==> config.mk <==
export PLATFORM = sky130hd
export DESIGN_NAME = reg_dump_sequencer_flat
export DESIGN_NICKNAME = d
export VERILOG_FILES = /design/src/rtl/reg_dump_sequencer_pkg.sv /design/src/rtl/reg_dump_sequencer_if.sv /design/src/rtl/reg_dump_sequencer_fifo.sv /design/src/rtl/reg_dump_sequencer.sv /design/src/flat_wrapper.sv
export SDC_FILE = /design/constraint.sdc
export NUM_CORES = 1
export LEC_CHECK = 0
export CAP_MARGIN = 40
export CORE_ASPECT_RATIO = 0.6
export CORE_MARGIN = 1.5
export CORE_UTILIZATION = 63
export CTS_CLUSTER_SIZE = 10
export DETAILED_ROUTE_END_ITERATION = 7
export DONT_BUFFER_PORTS = 1
export GPL_TIMING_DRIVEN = 0
export PLACE_DENSITY = 0.79
export SYNTH_ARGS = -nofsm -noshare
export SYNTH_HDL_FRONTEND = slang
export SYNTH_HIERARCHICAL = 1
export SYNTH_SLANG_ARGS = --single-unit
==> constraint.sdc <==
create_clock -name clock -period 9.7 [get_ports clock]
set_clock_uncertainty 0.15 [all_clocks]
set_input_delay 1.94 -clock clock [delete_from_list [all_inputs] [get_ports clock]]
set_output_delay 1.94 -clock clock [all_outputs]
set_load 0.03 [all_outputs]
==> src/rtl/reg_dump_sequencer_pkg.sv <==
// Shared types for the register-dump sequencer: controller states and the
// 46-bit record that carries both write-trace and register-dump entries.
package reg_dump_pkg;

    typedef enum logic [2:0] {
        IDLE,
        RUN,
        DRAIN,
        SETTLE,
        EMIT,
        DONE
    } state_t;

    localparam logic REC_TRACE = 1'b0;
    localparam logic REC_DUMP  = 1'b1;

    typedef struct packed {
        logic        kind;
        logic [7:0]  cycle;
        logic [4:0]  reg_idx;
        logic [31:0] data;
    } rec_t;

    localparam int REC_W = $bits(rec_t);

    function automatic rec_t make_rec(input logic kind, input logic [7:0] cycle,
                                      input logic [4:0] reg_idx, input logic [31:0] data);
        rec_t r;
        r.kind    = kind;
        r.cycle   = cycle;
        r.reg_idx = reg_idx;
        r.data    = data;
        return r;
    endfunction

endpackage

==> src/rtl/reg_dump_sequencer_if.sv <==
// Record stream toward the host checker: valid/ready handshake plus payload.
interface reg_dump_sequencer_if;

    logic        rec_valid;
    logic        rec_ready;
    logic        rec_kind;
    logic [7:0]  rec_cycle;
    logic [4:0]  rec_reg;
    logic [31:0] rec_data;

    modport master (
        output rec_valid,
        output rec_kind,
        output rec_cycle,
        output rec_reg,
        output rec_data,
        input  rec_ready
    );

    modport slave (
        input  rec_valid,
        input  rec_kind,
        input  rec_cycle,
        input  rec_reg,
        input  rec_data,
        output rec_ready
    );

endinterface

==> src/rtl/reg_dump_sequencer_fifo.sv <==
// First-word-fall-through trace FIFO; head is visible combinationally while
// not empty. Pointers carry one extra wrap bit to tell full from empty.
module trace_fifo
    import reg_dump_pkg::*;
#(
    parameter int DEPTH = 8
) (
    input  logic clock,
    input  logic reset,
    input  logic push,
    input  logic pop,
    input  rec_t din,
    output rec_t dout,
    output logic full,
    output logic empty
);

    localparam int AW = $clog2(DEPTH);

    rec_t           mem [DEPTH];
    logic [AW:0]    wptr_q;
    logic [AW:0]    rptr_q;
    logic           do_pop;
    logic           do_push;

    assign empty   = (wptr_q == rptr_q);
    assign full    = (wptr_q[AW] != rptr_q[AW]) && (wptr_q[AW-1:0] == rptr_q[AW-1:0]);
    assign do_pop  = pop && !empty;
    // A pop on the same edge frees the slot, so a full FIFO still takes the push.
    assign do_push = push && (!full || do_pop);
    assign dout    = mem[rptr_q[AW-1:0]];

    always_ff @(posedge clock or negedge reset) begin
        if (!reset) begin
            wptr_q <= '0;
            rptr_q <= '0;
        end else begin
            if (do_push) wptr_q <= wptr_q + 1'b1;
            if (do_pop)  rptr_q <= rptr_q + 1'b1;
        end
    end

    always_ff @(posedge clock) begin
        if (do_push) mem[wptr_q[AW-1:0]] <= din;
    end

endmodule

==> src/rtl/reg_dump_sequencer.sv <==
// Run/dump sequencer: logs processor regfile writes during a bounded run, then
// freezes the CPU and streams every register value out on the record port.
module reg_dump_sequencer
    import reg_dump_pkg::*;
#(
    parameter int FIFO_DEPTH = 8,
    parameter int NUM_REGS   = 32
) (
    input  logic                        clock,
    input  logic                        reset,
    input  logic                        start,
    input  logic [7:0]                  num_cycles,
    input  logic                        rwe,
    input  logic [4:0]                  rd,
    input  logic [31:0]                 rData,
    input  logic [31:0]                 regA,
    output logic                        cpu_hold,
    output logic                        test_mode,
    output logic [4:0]                  rs1_test,
    reg_dump_sequencer_if.master        rec,
    output logic                        overflow,
    output logic                        busy,
    output logic                        done
);

    localparam logic [4:0] LAST_IDX = 5'(NUM_REGS - 1);

    state_t      state_q, state_d;
    logic [7:0]  cnt_q;
    logic [7:0]  ncyc_q;
    logic [4:0]  idx_q;
    logic [31:0] cap_data_p1;
    logic        ovf_q;
    logic        hold_q;
    logic        tmode_q;

    logic        start_ok;
    logic        trace_phase;
    logic        last_cyc;
    logic        push;
    logic        pop;
    logic        fifo_full;
    logic        fifo_empty;
    rec_t        push_rec;
    rec_t        head;

    assign start_ok    = start && (state_q == IDLE || state_q == DONE);
    assign trace_phase = (state_q == RUN) || (state_q == DRAIN);
    assign last_cyc    = (cnt_q == ncyc_q - 8'd1);
    assign push        = (state_q == RUN) && rwe && (rd != 5'd0);
    assign pop         = trace_phase && !fifo_empty && rec.rec_ready;
    assign push_rec    = make_rec(REC_TRACE, cnt_q, rd, rData);

    trace_fifo #(
        .DEPTH (FIFO_DEPTH)
    ) u_fifo (
        .clock (clock),
        .reset (reset),
        .push  (push),
        .pop   (pop),
        .din   (push_rec),
        .dout  (head),
        .full  (fifo_full),
        .empty (fifo_empty)
    );

    always_ff @(posedge clock or negedge reset) begin
        if (!reset) state_q <= IDLE;
        else        state_q <= state_d;
    end

    always_comb begin
        state_d = state_q;
        case (state_q)
            IDLE, DONE: if (start) state_d = (num_cycles == 8'd0) ? DRAIN : RUN;
            RUN:        if (last_cyc) state_d = DRAIN;
            DRAIN:      if (fifo_empty) state_d = SETTLE;
            SETTLE:     state_d = EMIT;
            EMIT:       if (rec.rec_ready) state_d = (idx_q == LAST_IDX) ? DONE : SETTLE;
            default:    state_d = IDLE;
        endcase
    end

    // Control registers; hold/test_mode follow the next state so they switch on the entering edge.
    always_ff @(posedge clock or negedge reset) begin
        if (!reset) begin
            cnt_q   <= '0;
            ncyc_q  <= '0;
            idx_q   <= '0;
            ovf_q   <= 1'b0;
            hold_q  <= 1'b0;
            tmode_q <= 1'b0;
        end else begin
            hold_q  <= state_d inside {DRAIN, SETTLE, EMIT, DONE};
            tmode_q <= state_d inside {SETTLE, EMIT, DONE};
            if (start_ok) begin
                cnt_q  <= '0;
                ncyc_q <= num_cycles;
                idx_q  <= '0;
                ovf_q  <= 1'b0;
            end else begin
                if (state_q == RUN) cnt_q <= cnt_q + 8'd1;
                if (state_q == EMIT && rec.rec_ready && idx_q != LAST_IDX) idx_q <= idx_q + 5'd1;
                if (push && fifo_full && !pop) ovf_q <= 1'b1;
            end
        end
    end

    // Capture stage: regfile port A settles during SETTLE, sampled at its end.
    always_ff @(posedge clock) begin
        if (state_q == SETTLE) cap_data_p1 <= regA;
    end

    always_comb begin
        rec.rec_valid = 1'b0;
        rec.rec_kind  = REC_TRACE;
        rec.rec_cycle = '0;
        rec.rec_reg   = '0;
        rec.rec_data  = '0;
        if (trace_phase && !fifo_empty) begin
            rec.rec_valid = 1'b1;
            rec.rec_kind  = head.kind;
            rec.rec_cycle = head.cycle;
            rec.rec_reg   = head.reg_idx;
            rec.rec_data  = head.data;
        end else if (state_q == EMIT) begin
            rec.rec_valid = 1'b1;
            rec.rec_kind  = REC_DUMP;
            rec.rec_reg   = idx_q;
            rec.rec_data  = cap_data_p1;
        end
    end

    assign cpu_hold  = hold_q;
    assign test_mode = tmode_q;
    assign rs1_test  = idx_q;
    assign overflow  = ovf_q;
    assign busy      = state_q inside {RUN, DRAIN, SETTLE, EMIT};
    assign done      = (state_q == DONE);

endmodule

==> src/flat_wrapper.sv <==
// flat-port wrapper written by rule: the top's interface ports become plain ports
module reg_dump_sequencer_flat import reg_dump_pkg::*;
#(
    parameter int FIFO_DEPTH = 8,
    parameter int NUM_REGS   = 32
)
  (clock, reset, start, num_cycles, rwe, rd, rData, regA, cpu_hold, test_mode, rs1_test, overflow, busy, done, rec_rec_valid, rec_rec_kind, rec_rec_cycle, rec_rec_reg, rec_rec_data, rec_rec_ready);
  reg_dump_sequencer_if rec_i ();
  input  logic clock;
  input  logic reset;
  input  logic start;
  input  logic [7:0] num_cycles;
  input  logic rwe;
  input  logic [4:0] rd;
  input  logic [31:0] rData;
  input  logic [31:0] regA;
  output logic cpu_hold;
  output logic test_mode;
  output logic [4:0] rs1_test;
  output logic overflow;
  output logic busy;
  output logic done;
  output wire logic [$bits(rec_i.rec_valid)-1:0] rec_rec_valid;
  output wire logic [$bits(rec_i.rec_kind)-1:0] rec_rec_kind;
  output wire logic [$bits(rec_i.rec_cycle)-1:0] rec_rec_cycle;
  output wire logic [$bits(rec_i.rec_reg)-1:0] rec_rec_reg;
  output wire logic [$bits(rec_i.rec_data)-1:0] rec_rec_data;
  input wire logic [$bits(rec_i.rec_ready)-1:0] rec_rec_ready;
  assign rec_rec_valid = rec_i.rec_valid;
  assign rec_rec_kind = rec_i.rec_kind;
  assign rec_rec_cycle = rec_i.rec_cycle;
  assign rec_rec_reg = rec_i.rec_reg;
  assign rec_rec_data = rec_i.rec_data;
  assign rec_i.rec_ready = rec_rec_ready;
  reg_dump_sequencer #(.FIFO_DEPTH(FIFO_DEPTH), .NUM_REGS(NUM_REGS)) u_core (.clock(clock), .reset(reset), .start(start), .num_cycles(num_cycles), .rwe(rwe), .rd(rd), .rData(rData), .regA(regA), .cpu_hold(cpu_hold), .test_mode(test_mode), .rs1_test(rs1_test), .rec(rec_i), .overflow(overflow), .busy(busy), .done(done));
endmodule
==> impl_metrics.py <==
metrics = {
    "yosys": {
        "synth.largest_area_cell": "edfxtp_1",
        "yosysMostFrequentCell": "edfxtp_1",
        "synth_cell_type_count": 60,
        "syn_area_mm2": 0.0173,
        "yosysTopAreaCellShare_pct": 69.3,
        "yosysSeqAreaShare_pct": 74.3,
        "yosysWarnings": 6,
        "synth_area_per_cell_um2": 20.6,
        "netlist_instances": 841,
        "synth.area.top_cells": "edfxtp_1, mux4_2, dfrtp_1",
        "ys_top_cells_by_count": "edfxtp_1, mux4_2, mux2_2",
        "synth_edf_count": 400,
        "ys_seq_elements": 435,
        "synthFlopType": "edfxtp_1",
        "ys_async_sr_fraction_pct": 8.05,
    },
    "cts": {
        "path_clk_slew_ps": 60,
        "max-clock-path-buffers": 3,
        "cts_buffers": 49,
        "postCtsSetupBuffers": 0,
        "clk-insertion-delay-late_ps": 550,
        "ctsResizeCount": 0,
        "clock-sinks": 435,
        "htree_levels": 2,
        "hold_buffers": 0,
        "cts_tree": "yes",
        "cts_root_buffer": "clkbuf_16",
    },
    "layout": {
        "area_growth_pct": 13.9,
        "final_nets": 1041,
        "seq_area_mm2": 0.0129,
        "fill_cells": 1485,
        "drive_gt1_share_pct": 30.7,
        "design_area_mm2": 0.0197,
        "multi_input_area_mm2": 0.00421,
        "antennaDiodeCount": 0,
    },
    "timing": {
        "setup_viol": 0,
        "maxSlewViolCount": 0,
        "min_period_over_period_pct": 63.8,
        "rsz0062_at_grt": "false",
        "maxClockFrequency_mhz": 162,
        "hold_viol": 0,
        "tightest_slew_ps": 965,
        "slew_headroom_pct": 35.1,
        "period_needed_ps": 6190,
    },
    "setup_path": {
        "r2r-end": "u_core/u_fifo/mem[1][21]",
        "critical_path.cell_chain": "clkbuf_2, xnor2_1, nand3_1, buf_2, nor2_1, nor3_1, clkbuf_1, clkbuf_1, a22o_1",
        "r2r_start": "u_core/u_fifo/wptr_q[1]",
        "cp_slowest_cell": "clkbuf_1",
        "path_class": "reg -> out",
        "cp_data_required_time_ps": 7610,
        "crit_top_cell": "clkbuf_1",
        "end_kind": "output pin",
        "cp.arrival_ps": 4100,
        "reg2reg_slack_ps": 4320,
        "critPathMaxFanout": 10,
        "start_kind": "flip-flop",
        "cpPeakStageDelay_ps": 670,
        "ff2ff_path_depth": 18,
    },
    "place": {
        "place.gp.congestion": 0.812,
        "hpwl_um": 25800,
        "postPlaceCellArea_mm2": 0.0184,
        "port_buffers": 0,
    },
    "die": {
        "die_width_um": 217,
        "die_y_um": 131,
        "fp-row-count": 46,
        "pin_count": 139,
        "fp.dieArea_mm2": 0.0286,
        "core_mm2": 0.0267,
        "initial_core_util_pct": 64.9,
    },
    "power": {
        "power_frac_seq_pct": 37.5,
        "p_leak_uw": 0.00668,
        "switching_power_uw": 2500,
        "peakVddDrop_v": 0.000226,
        "switching_share_pct": 36.5,
        "total_power_uw": 6840,
        "power_frac_clock_pct": 23.7,
        "power_frac_comb_pct": 38.8,
        "power_per_cell_area_mw_per_mm2": 347,
        "internal_power_uw": 4350,
    },
    "flow_run": {
        "maxCapViolCount": 0,
    },
    "detailed_routing": {
        "first_pass_iters": 5,
        "avgViaCountPerCell": 6.73,
        "wl_per_cell_um": 29.2,
        "remaining_drc_errors": 0,
        "postRouteWirelength_um": 39000,
        "dr_total_vias": 8975,
        "ant_nets": 0,
        "first_iter_violations": 1122,
    },
    "global_route": {
        "grt_pass1_vias": 9262,
        "grt_usage_pct": 28.2,
        "grt_max_degree": 36,
        "grt_pass1_wl_um": 58600,
        "antenna_found_initial": 2,
        "grt_overflow": 0,
    },
    "hold_path": {
        "hold_path.class": "reg -> reg",
        "hold-path-cell-count": 1,
        "min-delay-start": "u_core/ncyc_q[7]",
        "min_to": "u_core/ncyc_q[7]",
    },
    "outcome": {
        "status": "completed",
    },
}
-- worst max-delay path, delay by kind of cell, from the launching register on --
family,cells,cell delay (ps)
buffers and inverters,4,1740
and+or+nand+nor,3,710
AOI/OAI and AO/OA,1,500
DFF,1,390
xor gates and xnor gates,1,210
-- per-stage QoR --
stage	setup TNS, ps	hold WS (ps)	utilization [%]	cells	worst slack (ps)
finish	0	407	73.9	1334	3510
global route	0	435	73.9	1334	3400
CTS	0	411	73.8	1331	3610
detailed placement	0	397	68.7	1259	4240
global placement	-357920	376	66.7	1208	-3000
floorplan	0	352	-	848	1740
-- layer usage --
| metal | wire, um | track usage [%] | vias up | share of wire (%) |
|---|---|---|---|---|
| met3 | 3760 | 6.99 | 87 | 9.6 |
| li1 | - | - | 3665 | - |
| met1 | 15700 | 40.6 | 4683 | 40 |
| met5 | 13 | 0 | - | 0.033 |
| met4 | 903 | 8.33 | 2 | 2.3 |
| met2 | 18600 | 43.6 | 538 | 48 |
-- power by group through the flow --
| stage | combinational [uW] | sequential [uW] | clock, uW |
|---|---|---|---|
| floorplan | 1980 | 2560 | 0 |
| global placement | 2450 | 2620 | 0 |
| detailed placement | 2620 | 2600 | 0 |
| CTS | 2640 | 2560 | 1640 |
| global route | 2780 | 2590 | 1720 |
| finish | 2650 | 2570 | 1620 |
-- cell type report --
type	count	area share, %
timing repair buffer	54	2.61
sequential	435	65.3
buffer	46	1.45
clock buffer	70	6.83
tap	360	2.28
multi-input combinational	359	21.3
inverter	8	0.152
clock inverter	2	0.0824
-- flip-flops by register name, indices dropped and copies added (netlist names), 3 cells and up --
register	flops
u_core/u_fifo/rptr_q	4
u_core/u_fifo/wptr_q	4
u_core/cap_data_p1	32
u_core/u_fifo/mem	368
u_core/cnt_q	8
u_core/rs1_test	5
u_core/ncyc_q	8
u_core/state_q	3
-- kinds of logic after synthesis --
kind of cell	synth area share, %
DFF	74.3
buffers and inverters	1.82
muxes	15.5
and+or+nand+nor	3.17
other	0.0216
xor gates and xnor gates	1.41
adders and majority gates	0.433
AOI/OAI and AO/OA	3.28
-- worst max path at each step --
stage                                  from                       end  slack (ps)  depth (start not counted)
floorplan                     rec_rec_ready   u_core/u_fifo/mem[5][0]        1740                          5
global placement    u_core/u_fifo/rptr_q[0]  u_core/u_fifo/mem[5][17]       -3000                         12
detailed placement  u_core/u_fifo/wptr_q[1]          rec_rec_data[25]        4240                          9
CTS                 u_core/u_fifo/wptr_q[1]          rec_rec_data[25]        3610                          9
global route        u_core/u_fifo/wptr_q[1]          rec_rec_data[25]        3400                          9
finish              u_core/u_fifo/wptr_q[1]          rec_rec_data[25]        3510                          9
-- cell usage in the layout (no fill, tap or decap), types with 7 or more instances in the layout --
cell type,count
a21oi_1,7
a22o_1,37
and2_1,8
buf_2,17
buf_4,35
buf_6,19
clkbuf_1,36
clkbuf_16,51
conb_1,8
dfrtp_1,35
edfxtp_1,400
inv_1,8
mux2_2,52
mux4_2,92
nand2_1,19
nor2_1,22
xnor2_1,20
xor2_1,8
(Power assumes the default switching activity.)
